$ cat src/rtl/mlp_pkg.sv
// rtl/mlp_pkg.sv - shared types, widths and helpers for the MLP dot-product sequencer
package mlp_pkg;

    localparam int DATA_W  = 18;
    localparam int PROD_W  = 31;
    localparam int ACC_W   = 42;
    localparam int MUL_LAT = 2;

    typedef enum logic [1:0] {
        IDLE,
        RUN,
        DRAIN,
        OUT
    } dot_state_t;

    function automatic logic signed [ACC_W-1:0] sext_prod(input logic signed [PROD_W-1:0] p);
        return {{(ACC_W-PROD_W){p[PROD_W-1]}}, p};
    endfunction

    function automatic logic [ACC_W-1:0] relu_clamp(input logic signed [ACC_W-1:0] v,
                                                    input logic en);
        return (en && v[ACC_W-1]) ? '0 : v;
    endfunction

endpackage

$ cat src/rtl/mlp_dot_vpipe.sv
// rtl/mlp_dot_vpipe.sv - ce-gated valid shift register tracking products in flight
module mlp_dot_vpipe #(
    parameter int DEPTH = 3
) (
    input  logic clk,
    input  logic reset,
    input  logic ce,
    input  logic din,
    output logic last,
    output logic empty
);

    logic [DEPTH-1:0] pipe;

    always_ff @(posedge clk or posedge reset) begin
        if (reset) begin
            pipe <= '0;
        end else if (ce) begin
            pipe <= {pipe[DEPTH-2:0], din};
        end
    end

    assign last  = pipe[DEPTH-1];
    // The retiring stage is excluded: its product lands this cycle, so nothing is left afterwards.
    assign empty = ~|pipe[DEPTH-2:0];

endmodule

$ cat src/rtl/mlp_dot_seq.sv
// rtl/mlp_dot_seq.sv - sequences one neuron dot product through the shared pipelined multiplier
module mlp_dot_seq
    import mlp_pkg::*;
#(
    parameter int ADDR_W = 10
) (
    input  logic              clk,
    input  logic              reset,
    input  logic              start,
    input  logic [ADDR_W:0]   len,
    input  logic [PROD_W-1:0] bias,
    input  logic              relu_en,
    output logic              busy,
    output logic              rd_en,
    output logic [ADDR_W-1:0] rd_addr,
    input  logic [DATA_W-1:0] x_data,
    input  logic [DATA_W-1:0] w_data,
    output logic              mul_ce,
    output logic [DATA_W-1:0] mul_a,
    output logic [DATA_W-1:0] mul_b,
    input  logic [PROD_W-1:0] mul_p,
    output logic              out_valid,
    input  logic              out_ready,
    output logic [ACC_W-1:0]  out_data
);

    dot_state_t              state, state_next;
    logic [ADDR_W:0]         len_q;
    logic [ADDR_W:0]         cnt;
    logic                    relu_q;
    logic signed [ACC_W-1:0] acc, acc_next;
    logic                    vp_last, vp_empty;

    assign busy      = (state != IDLE);
    assign rd_en     = (state == RUN);
    assign mul_ce    = (state == RUN) || (state == DRAIN);
    assign out_valid = (state == OUT);
    assign rd_addr   = cnt[ADDR_W-1:0];
    assign mul_a     = x_data;
    assign mul_b     = w_data;

    mlp_dot_vpipe #(
        .DEPTH(1 + MUL_LAT)
    ) u_vpipe (
        .clk  (clk),
        .reset(reset),
        .ce   (mul_ce),
        .din  (rd_en),
        .last (vp_last),
        .empty(vp_empty)
    );

    always_comb begin
        acc_next = acc;
        if (mul_ce && vp_last) begin
            acc_next = acc + sext_prod(mul_p);
        end
    end

    always_comb begin
        state_next = state;
        case (state)
            IDLE:  if (start) state_next = (len == '0) ? OUT : RUN;
            // Counter is one bit wider than the address so len = 2^ADDR_W terminates correctly.
            RUN:   if (cnt + 1'b1 == len_q) state_next = DRAIN;
            DRAIN: if (vp_empty) state_next = OUT;
            OUT:   if (out_ready) state_next = IDLE;
            default: state_next = IDLE;
        endcase
    end

    always_ff @(posedge clk or posedge reset) begin
        if (reset) begin
            state    <= IDLE;
            len_q    <= '0;
            cnt      <= '0;
            relu_q   <= 1'b0;
            acc      <= '0;
            out_data <= '0;
        end else begin
            state <= state_next;
            case (state)
                IDLE: begin
                    if (start) begin
                        len_q  <= len;
                        relu_q <= relu_en;
                        acc    <= sext_prod(bias);
                        cnt    <= '0;
                        if (len == '0) begin
                            out_data <= relu_clamp(sext_prod(bias), relu_en);
                        end
                    end
                end
                RUN: begin
                    cnt <= cnt + 1'b1;
                    acc <= acc_next;
                end
                DRAIN: begin
                    acc <= acc_next;
                    if (vp_empty) begin
                        out_data <= relu_clamp(acc_next, relu_q);
                    end
                end
                default: ;
            endcase
        end
    end

endmodule

$ cat config.mk
export PLATFORM = sky130hd
export DESIGN_NAME = mlp_dot_seq
export DESIGN_NICKNAME = d
export VERILOG_FILES = /design/src/rtl/mlp_pkg.sv /design/src/rtl/mlp_dot_vpipe.sv /design/src/rtl/mlp_dot_seq.sv
export SDC_FILE = /design/constraint.sdc
export NUM_CORES = 1
export LEC_CHECK = 0
export BUFFER_PORTS_ARGS = -buffer_cell sky130_fd_sc_hd__buf_2
export CAP_MARGIN = 10
export CORE_ASPECT_RATIO = 2
export CORE_MARGIN = 4
export CORE_UTILIZATION = 30
export CTS_CLUSTER_SIZE = 28
export DETAILED_ROUTE_END_ITERATION = 8
export SYNTH_ARGS = -nofsm -noshare
export SYNTH_HDL_FRONTEND = slang
export SYNTH_SLANG_ARGS = --single-unit
$ cat constraint.sdc
create_clock -name clk -period 3.67 [get_ports clk]
set_clock_uncertainty 0.2 [all_clocks]
set_input_delay 0.367 -clock clk [delete_from_list [all_inputs] [get_ports clk]]
set_output_delay 0.367 -clock clk [all_outputs]
set_load 0.02 [all_outputs]
==> results of run 1 <==
[sequential cells by signal (all words and copies together), names as in the netlist]
name / flops
acc: 42
out_data: 42
cnt: 11
len_q: 11
u_vpipe.pipe: 3
state: 2
relu_q: 1
[layout by cell type (no fill, tap or decap), types with 10 or more instances in the layout]
master,netlist,layout
nand2_1,153,152
buf_2,4,133
dfrtp_1,112,112
o21ai_0,111,109
a21oi_1,92,88
nor2_1,75,75
buf_4,46,62
ha_1,46,45
nand3_1,40,40
xnor2_1,28,28
xor2_1,24,24
mux2i_1,17,16
o22ai_1,16,16
a21o_1,15,15
mux2_2,15,15
nor3_1,14,14
and3_1,13,13
o21ai_1,11,13
a32oi_1,14,13
inv_1,12,11
nand4_1,10,10
[repair_timing]
| item | CTS | global route |
|---|---|---|
| setup endpoints to repair | 2 | 27 |
| gates resized for setup | 1 | 8 |
| hold endpoints to repair | 23 | 0 |
| pin swaps | 0 | 0 |
| hold buffers | 1 | 0 |
[critical path: stages (launching register included)]
cell and delay, ns:
dfrtp_1 0.48, ha_1 0.37, nand2_1 0.10, nor4_2 0.40, a221o_1 0.22, a21oi_2 0.05
o2111ai_1 0.24, o32ai_1 0.12, buf_4 0.15, or3_4 0.34, nand3_2 0.12, buf_12 0.19
a21oi_4 0.11, a311oi_1 0.31
[layer usage]
layer  GRT usage  vias to the layer above  share of wire
met2       0.394                      257           0.56
met1       0.191                     3995           0.33
met4       0.128                        2          0.070
li1            -                     3956              -
met3      0.0204                       88          0.036
met5           0                        -        0.00041
[metrics by stage]
step | util | cell area [um2] | power [W] | hold slack, ns | instances
2_1_floorplan | - | 8490 | 0.00470 | 0.272 | 1046
3_3_place_gp | 0.343 | 9510 | 0.00635 | 0.269 | 1490
3_5_place_dp | 0.343 | 9510 | 0.00639 | 0.274 | 1490
4_1_cts | 0.354 | 9820 | 0.00742 | 0.0483 | 1507
5_1_grt | 0.355 | 9850 | 0.00800 | 0.0635 | 1507
6_report | 0.355 | 9850 | 0.00744 | 0.0558 | 1508
[path summary, 6_finish.rpt]
check	from	to	slack, ns	cells after the start
max reg2reg	acc[17]	out_data[38]	0.15	13
min reg2reg	out_data[14]	out_data[14]	0.29	2
max	acc[17]	out_data[38]	0.15	13
min in group asynchronous	reset	out_data[18]	0.51	3
min	len[2]	len_q[2]	0.06	2
max in group asynchronous	reset	len_q[3]	1.98	4
[cell type report]
cell class                 instances  area [um2]  area share
sequential                       112        2800       0.285
clock buffer                      12         236      0.0240
multi-input combinational        817        5080       0.516
antenna                            1        2.50    0.000254
inverter                          12        47.5     0.00483
clock inverter                     4        53.8     0.00546
timing repair buffer             198        1180       0.120
tap                              352         440      0.0447
[cells by family after synthesis]
family,after synthesis,synth area share
simple gates,347,0.183
fa+ha+maj,47,0.0702
flops,112,0.330
xor+xnor,52,0.0537
buf+inv,117,0.0762
compound gates,339,0.246
mux,32,0.0400
[where the power goes]
| part | internal (W) | leakage [nW] | switching [W] |
|---|---|---|---|
| Clock | 0.000535 | 0.133 | 0.000477 |
| Sequential | 0.00151 | 1.43 | 0.000368 |
| Combinational | 0.00196 | 3.08 | 0.00260 |
==> impl_metrics.ini, run 1 <==
[sta]
tns_ns = 0
tightestPinTransition_ns = 1.14
setup_violations = 0
final_hold_viol_count = 0
period_share = 0.959
min_period_ns = 3.52
layout_setup_ws_ns = 0.150
slew-limit-headroom = 0.241
fmax_ghz = 0.284
slew_viol_final = 0

[synth]
ys_top_cells_by_area = dfrtp_1 (33%), ha_1 (6.8%), nand2_1 (6.8%)
yosysWarnings = 0
synth_largest_area_cell = dfrtp_1
synth-async-reset-ratio = 1.00
syn_nets = 1207
yosysSeqAreaShare = 0.330
ys_ff_latch = 112
synthCells = 1046
ys_types = 63
yosys.area.top_type_share = 0.330
avgSynthCellArea_um2 = 8.11
synthMostInstantiatedCell = nand2_1
syn_area_um2 = 8490
synth_edf_count = 0
ys.flop_type = dfrtp_1
synth_common_cells = nand2_1 (153), dfrtp_1 (112), o21ai_0 (111)

[worst_setup_path]
critPathArrivalTime_ns = 3.57
path_max_fanout = 28
critPathKind = reg2reg
end_kind = flop
crit_path_start_kind = flop
cp_data_required_time_ns = 3.72

[route]
wl_mm = 31.7
viasPerCell = 5.50
wl_per_cell_um = 21.0
dr_total_vias = 8298
ant_nets = 0
drc = 0
drt_iter0_markers = 534
first_pass_iters = 4

[global_route]
gr-total-overflow = 0
grt_pass1_wl_mm = 47.9
antenna_found_initial = 2
grt_pass1_vias = 8412
grt_max_degree = 64
grt_usage = 0.200

[power_and_ir_drop]
ir_drop_v = 0.000340
powerDensity_nw_per_um2 = 756
power_leakage_nw = 4.64

[die]
rows = 86
die_h_um = 246
fp.dieW_um = 127
core_um2 = 27800
num_io_pins = 206
start_util = 0.306
die_area_um2 = 31200

[placed_design]
port_buffers = 133
pre_cts_ws_ns = -0.0179
gp_congestion = 0.934
hpwlAfterDp_mm = 25.3

[finish]
areaGrowthSynthToFinish_pct = 16.1
nFillCells = 2948
finalNetCount = 1311
drive_gt1_frac = 0.213

[clocking]
clock_path_buffers = 2
cts_tree = done
cts_buffers = 9
path_clk_slew_ns = 0.08
root_buffer = clkbuf_16
clock_latency_ns = 0.36
numClockSinks = 112
cts_setup_buffers = 0
cts.htree.levels = 3

[job]
max_cap_viol_count = 0

[worst_hold_path]
min-delay-path-class = in2reg

[run_status]
status = completed
(Power assumes the default switching activity.)
==> run 2, diff against run 1 <==
--- a/config.mk
+++ b/config.mk
@@ -5,6 +5,7 @@
 export SDC_FILE = /design/constraint.sdc
 export NUM_CORES = 1
 export LEC_CHECK = 0
+export ABC_AREA = 1
 export BUFFER_PORTS_ARGS = -buffer_cell sky130_fd_sc_hd__buf_2
 export CAP_MARGIN = 10
 export CORE_ASPECT_RATIO = 2
==> impl_metrics.ini, run 2 <==
[run_status]
status = completed

[clocking]
path_clk_slew_ns = 0.09
cts_setup_buffers = 0
cts_buffers = 9
cts_tree = done
cts.htree.levels = 3
clock_path_buffers = 2
root_buffer = clkbuf_16
numClockSinks = 112
clock_latency_ns = 0.39

[route]
wl_mm = 38.4
ant_nets = 0
viasPerCell = 4.92
drt_iter0_markers = 559
drc = 0
first_pass_iters = 5
dr_total_vias = 10100
wl_per_cell_um = 18.7

[worst_setup_path]
critical_path.max_stage_delay_ns = 0.56
path_buf_inv = 1
critPathArrivalTime_ns = 3.40
critPathTopFamily = simple AND/OR/NAND/NOR gates
cp_data_required_time_ns = 3.78
end_kind = flop
cp_slowest_cell = nor3_1
cpMostUsedCell = nand2_1
critPathKind = reg2reg
crit_path_start_kind = flop
path_max_fanout = 4
cp_cell_sequence = ha_1 -> nand2_1 -> inv_1 -> nand2_1 -> nor3_1 -> nand2_1 -> nand2_1 -> nand2_1 -> a21o_1 -> nand3_1 -> nand2_1 -> nor2_1 -> nand2_1 -> a21oi_1

[global_route]
gr-total-overflow = 0
grt_max_degree = 67
grt_usage = 0.214
grt_pass1_wl_mm = 57.5
grt_pass1_vias = 10200
antenna_found_initial = 0

[power_and_ir_drop]
netSwitchingPower_w = 0.00602
intPower_w = 0.00480
p_sw_frac = 0.556
pwr-share-clk = 0.101
power_leakage_nw = 5.62
p_seq_frac = 0.223
p_total_w = 0.0108
combinationalPowerShare = 0.676
ir_drop_v = 0.000368
powerDensity_nw_per_um2 = 991

[finish]
design_area_um2 = 10900
reg_top3 = acc x42, out_data x42
areaGrowthSynthToFinish_pct = 11.7
drive_gt1_frac = 0.145
final_common_cell = nand2_1
finalNetCount = 1779
layout_common_cells = nand2_1 (481), inv_1 (203), nor2_1 (181), buf_2 (133), dfrtp_1 (112)
antenna_cells = 0
final_util = 0.339

[synth]
syn_nets = 1712
ys_top_cells_by_area = dfrtp_1 (29%), nand2_1 (18%), inv_1 (7.8%)
ys_types = 40
yosysSeqAreaShare = 0.287
syn_area_um2 = 9780
synthCells = 1551
yosysWarnings = 0
ys.flop_type = dfrtp_1
synth-async-reset-ratio = 1.00
synth_edf_count = 0
yosys.area.top_type_share = 0.287
avgSynthCellArea_um2 = 6.30
synthMostInstantiatedCell = nand2_1
ys_ff_latch = 112
synth_largest_area_cell = dfrtp_1
synth_common_cells = nand2_1 (481), inv_1 (204), nor2_1 (181)

[placed_design]
hpwlAfterDp_mm = 31.5
port_buffers = 133
dpl_cell_area_um2 = 10600
pre_cts_ws_ns = 0.276
gp_congestion = 1.04

[die]
rows = 93
num_io_pins = 206
fp.dieW_um = 136
start_util = 0.303
die_h_um = 263
die_area_um2 = 35700
core_um2 = 32200

[sta]
fmax_ghz = 0.303
tns_ns = 0
rsz0062_at_grt = no
period_share = 0.898
final_hold_viol_count = 0
slew_viol_final = 0
tightestPinTransition_ns = 1.09
setup_violations = 0
layout_setup_ws_ns = 0.374
min_period_ns = 3.30
slew-limit-headroom = 0.272

[worst_hold_path]
min-delay-path-class = in2reg

[job]
max_cap_viol_count = 0
-- run 2: cell types whose count changed in the layout (fill, tap and decap cells not counted), moves of 15 or more --
cell / delta
inv_1: +192
nand3_1: +41
nand2_2: +15
buf_4: -47
a31oi_1: +26
o21ai_0: -40
nor2_1: +106
nand2_1: +329
mux2i_1: -16
-- run 2: cell families (layout without fill, tap and decap cells) --
| logic type | count (synthesis) | count (layout) | synth area share |
|---|---|---|---|
| adders and majority gates | 47 | 47 | 0.0609 |
| buffers and inverters | 304 | 376 | 0.138 |
| muxes | 7 | 7 | 0.00806 |
| AOI/OAI and AO/OA | 234 | 234 | 0.134 |
| and+or+nand+nor | 818 | 818 | 0.346 |
| DFF | 112 | 112 | 0.287 |
| xor gates and xnor gates | 29 | 29 | 0.0274 |
-- run 2: timing repair --
item / 4_1_cts / 5_1_grt
endpoints found under the hold margin: 46 / 0
gates resized for setup: 0 / 0
hold buffers: 1 / 0
-- run 2: path summary, 6_finish.rpt --
path | start | endpoint | slack, ns | depth (start not counted)
setup / recovery | acc[14] | out_data[23] | 0.37 | 14
hold reg to reg | u_vpipe.pipe[2] | u_vpipe.pipe[2] | 0.30 | 2
min in group asynchronous | reset | out_data[25] | 0.41 | 3
max in group asynchronous | reset | out_data[31] | 2.03 | 4
setup reg to reg | acc[14] | out_data[23] | 0.37 | 14
hold / removal | len[0] | len_q[0] | 0.03 | 2
-- run 2: power groups by stage --
| stage | clock (W) | combinational, W | sequential [W] |
|---|---|---|---|
| after global placement | 0 | 0.00723 | 0.00243 |
| final | 0.00110 | 0.00731 | 0.00241 |
| after floorplan | 0 | 0.00495 | 0.00246 |
| after detailed placement | 0 | 0.00731 | 0.00244 |
| after CTS | 0.00112 | 0.00735 | 0.00242 |
| after global routing | 0.00116 | 0.00816 | 0.00247 |
-- run 2: cell type report --
class / count / area, um2
Fill cell: 3619 / 21300
Clock buffer: 9 / 225
Tap cell: 427 / 534
Timing Repair Buffer: 152 / 848
Inverter: 208 / 783
Clock inverter: 7 / 96.3
Sequential cell: 112 / 2800
Multi-Input combinational cell: 1135 / 5630
-- run 2: routing by layer --
| layer | track usage | up-vias | share of wire |
|---|---|---|---|
| li1 | - | 5014 | - |
| met1 | 0.197 | 4597 | 0.32 |
| met2 | 0.387 | 322 | 0.52 |
| met3 | 0.0216 | 145 | 0.035 |
| met4 | 0.217 | 0 | 0.12 |
| met5 | 0 | - | 0 |
-- run 2: through the flow --
stage / hold slack (ns) / std cells
final: 0.0266 / 2050
after CTS: 0.0132 / 2050
after global placement: 0.267 / 2033
after global routing: 0.0322 / 2050
after floorplan: 0.242 / 1551
after detailed placement: 0.272 / 2033
